File: src/rtl/aes_pkg.sv
// Shared AES definitions: GF(2^8) reduction constant, column width, FSM
// state encoding and the byte-level multiply helpers used by MixColumns.
package aes_pkg;

    localparam logic [7:0] AES_POLY = 8'h1b;
    localparam int         COL_W    = 32;

    typedef logic [1:0] state_t;
    localparam state_t ST_IDLE = 2'd0;
    localparam state_t ST_BUSY = 2'd1;
    localparam state_t ST_DONE = 2'd2;

    function automatic logic [7:0] xtime(input logic [7:0] b);
        return {b[6:0], 1'b0} ^ (b[7] ? AES_POLY : 8'h00);
    endfunction

    function automatic logic [7:0] mul3(input logic [7:0] b);
        return xtime(b) ^ b;
    endfunction

endpackage

File: src/rtl/mix_column_word.sv
// Combinational forward MixColumns on one 32-bit column, row 0 in the
// most significant byte.
module mix_column_word
    import aes_pkg::*;
(
    input  logic [COL_W-1:0] i_col,
    output logic [COL_W-1:0] o_col
);

    logic [7:0] w_a0, w_a1, w_a2, w_a3;

    assign w_a0 = i_col[31:24];
    assign w_a1 = i_col[23:16];
    assign w_a2 = i_col[15:8];
    assign w_a3 = i_col[7:0];

    assign o_col = {xtime(w_a0) ^ mul3(w_a1) ^ w_a2        ^ w_a3,
                    w_a0        ^ xtime(w_a1) ^ mul3(w_a2) ^ w_a3,
                    w_a0        ^ w_a1        ^ xtime(w_a2) ^ mul3(w_a3),
                    mul3(w_a0)  ^ w_a1        ^ w_a2        ^ xtime(w_a3)};

endmodule

File: src/rtl/mix_columns_iter.sv
// Iterative AES MixColumns: one column per cycle through a single shared
// column transform, result held until the consumer takes it.
module mix_columns_iter
    import aes_pkg::*;
(
    input  logic         clk,
    input  logic         rst,
    input  logic         in_valid,
    output logic         in_ready,
    input  logic [127:0] istate,
    output logic         out_valid,
    input  logic         out_ready,
    output logic [127:0] ostate,
    output logic         busy
);

    state_t             r_state;
    logic [1:0]         r_cnt;
    logic [127:0]       r_data;
    logic [COL_W-1:0]   w_col_in;
    logic [COL_W-1:0]   w_col_out;
    logic [127:0]       w_data_next;

    // A transfer happens on a rising edge where valid && ready are both high;
    // valid must hold its data until that edge, ready never depends on valid.
    assign in_ready  = (r_state == ST_IDLE);
    assign out_valid = (r_state == ST_DONE);
    assign busy      = (r_state == ST_BUSY);
    assign ostate    = r_data;

    always_comb begin
        w_col_in = r_data[127:96];
        case (r_cnt)
            2'd0: w_col_in = r_data[127:96];
            2'd1: w_col_in = r_data[95:64];
            2'd2: w_col_in = r_data[63:32];
            2'd3: w_col_in = r_data[31:0];
            default: w_col_in = r_data[127:96];
        endcase
    end

    mix_column_word u_col (
        .i_col (w_col_in),
        .o_col (w_col_out)
    );

    always_comb begin
        w_data_next = r_data;
        case (r_cnt)
            2'd0: w_data_next[127:96] = w_col_out;
            2'd1: w_data_next[95:64]  = w_col_out;
            2'd2: w_data_next[63:32]  = w_col_out;
            2'd3: w_data_next[31:0]   = w_col_out;
            default: w_data_next = r_data;
        endcase
    end

    always_ff @(posedge clk) begin
        if (rst) begin
            r_state <= ST_IDLE;
            r_cnt   <= 2'd0;
            r_data  <= 128'h0;
        end else begin
            case (r_state)
                ST_IDLE: begin
                    if (in_valid) begin
                        r_data  <= istate;
                        r_cnt   <= 2'd0;
                        r_state <= ST_BUSY;
                    end
                end
                ST_BUSY: begin
                    r_data <= w_data_next;
                    r_cnt  <= r_cnt + 2'd1;
                    if (r_cnt == 2'd3) begin
                        r_state <= ST_DONE;
                    end
                end
                ST_DONE: begin
                    if (out_ready) begin
                        r_state <= ST_IDLE;
                    end
                end
                default: r_state <= ST_IDLE;
            endcase
        end
    end

endmodule

File: config.mk
export PLATFORM = sky130hd
export DESIGN_NAME = mix_columns_iter
export DESIGN_NICKNAME = d
export VERILOG_FILES = /design/src/rtl/aes_pkg.sv /design/src/rtl/mix_column_word.sv /design/src/rtl/mix_columns_iter.sv
export SDC_FILE = /design/constraint.sdc
export NUM_CORES = 1
export LEC_CHECK = 0
export ABC_AREA = 0
export ABC_CLOCK_PERIOD_IN_PS = 4260
export CAP_MARGIN = 20
export CORE_AREA = 2 2 93 184
export CTS_BUF_LIST = sky130_fd_sc_hd__clkbuf_16
export DETAILED_ROUTE_END_ITERATION = 10
export DIE_AREA = 0 0 95 186
export GPL_TIMING_DRIVEN = 0
export PLACE_DENSITY = 0.86
export SKIP_CTS_REPAIR_TIMING = 1
export SYNTH_ARGS = -nofsm -noshare
export SYNTH_HDL_FRONTEND = slang
export SYNTH_SLANG_ARGS = --single-unit
File: constraint.sdc
create_clock -name clk -period 4.26 [get_ports clk]
set_input_delay 0.852 -clock clk [delete_from_list [all_inputs] [get_ports clk]]
set_output_delay 0.852 -clock clk [all_outputs]
set_load 0.03 [all_outputs]
==> results.tsv <==
stage	metric	value	unit
status	outcome	finished with violations	
status	violations	DRC, setup timing	
timing	fmax	227	MHz
pwr	pwr-share-comb	48.1	%
setup_path	cp_top_family	compound AO/OA/AOI/OAI gates	
pwr	internal_power	3.38	mW
pwr	power.share.clock	25.1	%
synth	synth_edf_count	0	
clocking	clock_latency	450	ps
setup_path	critical-path-top-cell-by-count	xnor2_1	
setup_path	start_kind	flip-flop	
pwr	peakVddDrop	0.000315	V
timing	final.setup.tns	-1060	ps
setup_path	crit_slowest_cell	a222oi_1	
pwr	swShare	46.2	%
clocking	cts_sinks	132	
timing	slew_headroom	2.99	%
synth	synth_area	8160	um2
place	dp_hpwl	34200	um
global_routing	grtUsageTotal	51.2	%
place	finalWeightedCongestion	1.03	
global_routing	grt_max_degree	17	
routing	drtIter0Drc	1512	
synth	synth.distinct_cells	43	
die	die_y	186	um
synth	async_reset_ff_share	0	%
timing	worst_pin_slew	1460	ps
setup_path	path_buf_inv	2	
min_path	min_path_type	reg -> reg	
setup_path	arrival	4710	ps
pwr	pwr_density_cell	537	nW/um2
routing	dr_total_vias	10339	
global_routing	grt.overflow.total	0	
global_routing	antenna_found_initial	2	
layout	multi_input_area	5110	um2
synth	synth_ff_type	dfxtp_1	
routing	wl	45500	um
setup_path	worstPathRequired	4570	ps
pwr	power.total	6.29	mW
timing	finalClockSkew	11.6	ps
die	die_w	95	um
global_routing	grt_pass1_wl	64000	um
global_routing	grt_pass1_vias	10090	
die	num_rows	66	
timing	timing.final.crit_share	103	%
synth	syn_inst	1012	
layout	finish.utilization	72.0	%
layout	fill_cells	1301	
clocking	htreeDepth	4	
pwr	netSwitchingPower	2.91	mW
timing	period_minus_slack	4400	ps
synth	ys_warn_count	0	
layout	nets	1437	
routing	drc	5	
clocking	cts.path.max_buffers	2	
layout	drive_above_1_share	4.49	%
synth	postSynthAreaPerCell	8.06	um2
timing	setup_viol_count_final	14	
clocking	cts-buffers-inserted	17	
setup_path	slowest_delay	1120	ps
synth	synth_seq_cells	132	
die	fp.dieArea	17700	um2
layout	area_delta_synth_final	43.5	%
die	core_area	16300	um2
routing	drtPass1Iterations	11	
routing	vias_per_cell	6.81	
setup_path	critical_path_class	reg -> reg	
clocking	tritoncts	done	
place	numPortBuffers	261	
timing	finalHoldViolCount	0	
die	top_level_ports	263	
pwr	leakage	4.23	nW
clocking	path_clk_slew	70	ps
setup_path	critPathMaxFanout	10	
run	cap_violations	0	
pwr	seq_power_share	26.7	%
timing	drv_slew	0	
die	initial_core_util	50.2	%
routing	ant_nets	0	
clocking	cts_root_buf	clkbuf_16	
timing	fin_ws	-140	ps
layout	seq_area	2640	um2
timing	rsz0062_at_grt	false	
setup_path	cp-end-kind	flip-flop	
setup_path	path_cells	inv_1, ha_1, clkbuf_1, a222oi_1, xnor2_1, xnor2_1, o21ai_1, xnor2_1, and2_1, o31ai_1	
synth	synth_nets	1148	
synth	yosysSeqAreaShare	32.4	%
routing	wl_per_cell	30.0	um
kinds of logic (layout without fill, tap and decap cells):
group | after synthesis | count (layout) | share of synthesized area, %
flops | 132 | 132 | 32.4
simple gates | 232 | 232 | 13.9
other cells | 0 | 1 | 0
buf+inv | 105 | 407 | 5.06
xor+xnor | 180 | 180 | 19.6
mux | 7 | 7 | 0.905
compound gates | 352 | 352 | 27.5
fa+ha+maj | 4 | 4 | 0.613
flip-flops by register name, indices dropped and copies added (netlist names):
signal,flops
ostate,128
r_cnt,2
r_state,2
stage by stage:
step                area (um2)  setup WS (ps)  hold slack [ps]  std cells
finish                   11700           -140              500       1519
global route             11700           33.0              523       1519
CTS                      11600           -211              484       1509
detailed placement       11000          -83.7              474       1477
global placement         11000          -7.38              471       1477
floorplan                 8160           1410              518       1012
final timing paths:
check                           startpoint          to  slack (ps)  cells after the start
worst max-delay path              r_cnt[0]  ostate[77]        -140                     10
worst min-delay path            ostate[56]  ostate[56]         500                      2
worst max register to register    r_cnt[0]  ostate[77]        -140                     10
worst min register to register  ostate[56]  ostate[56]         500                      2
cell usage after synthesis, types with 2 or more instances:
library cell  number  area share [%]
and3_1            26             2.0
nor3_1             3            0.18
xnor2_1          103              11
xor2_1            75             8.0
nand2_1           52             2.4
mux2i_1            6            0.74
ha_1               4            0.61
o21ai_1           33             2.0
inv_2              4            0.18
a21oi_2            3            0.32
a22oi_1            3            0.28
nor4_1            14             1.1
a21oi_1           64             3.9
a222oi_1          32             3.9
a31oi_1            3            0.23
clkbuf_1          90             4.1
a221oi_1           5            0.54
a211oi_1          15             1.4
o21ai_2            2            0.21
nor2b_1            2            0.15
a311oi_1           4            0.43
dfxtp_1          132              32
o31ai_1           67             6.2
and2_1            18             1.4
and4_1             3            0.32
inv_1              3            0.14
or3_1              3            0.23
o22ai_1           26             2.0
buf_2              3            0.18
buf_6              2            0.28
o21ai_0           88             5.4
a21o_1             4            0.37
nand3_1           67             4.1
nor2_1            42             1.9
buf_1              3            0.14
routing by layer:
metal	track usage (%)	wire, um	vias to the layer above
met2	81.2	21100	1005
li1	-	-	4285
met3	15.7	4950	367
met4	54.2	6010	0
met5	1.85	0	-
met1	49.5	13500	4682
cells in the final DEF (no fill, tap or decap), drive strengths merged, types with 2 or more instances in the layout:
cell           instances
buf                   16
nand2                 52
a31oi                  3
a311oi                 4
a222oi                32
xnor2                104
clkdlybuf4s50        261
mux2i                  7
and2                  18
dfxtp                132
nand3                 67
a22oi                  3
o31ai                 67
clkinv                 5
clkbuf               108
a21oi                 67
a21o                   4
o22ai                 26
a211oi                15
nor4                  14
nor2b                  2
bufinv                 3
o21ai                123
clkinvlp               3
xor2                  75
inv                   11
a221oi                 5
and4                   3
nor3                   3
ha                     4
or3                    3
nor2                  42
and3                  26
power by group through the flow:
stage	clock network [mW]	registers (mW)	logic (mW)
after global routing	1.60	1.68	3.10
final	1.58	1.68	3.02
after CTS	1.55	1.66	2.85
after detailed placement	0	1.68	2.84
after global placement	0	1.68	2.82
after floorplan	0	1.93	1.32
cell type report:
class	count	share of cell area, %
multi-input cells	775	43.6
repair buffers	271	22.9
flip-flops and latches	132	22.6
clock buffers	17	3.63
plain buffers	97	3.28
well taps	204	2.18
clock inverters	15	1.54
inverters	7	0.224
diodes	1	0.0214
tightest hold or removal path, cell delays in order, from the launching register on:
cell and delay (ps):
dfxtp_1 330, nand3_1 70, o31ai_1 60
Power figures use the tool's default switching activity.
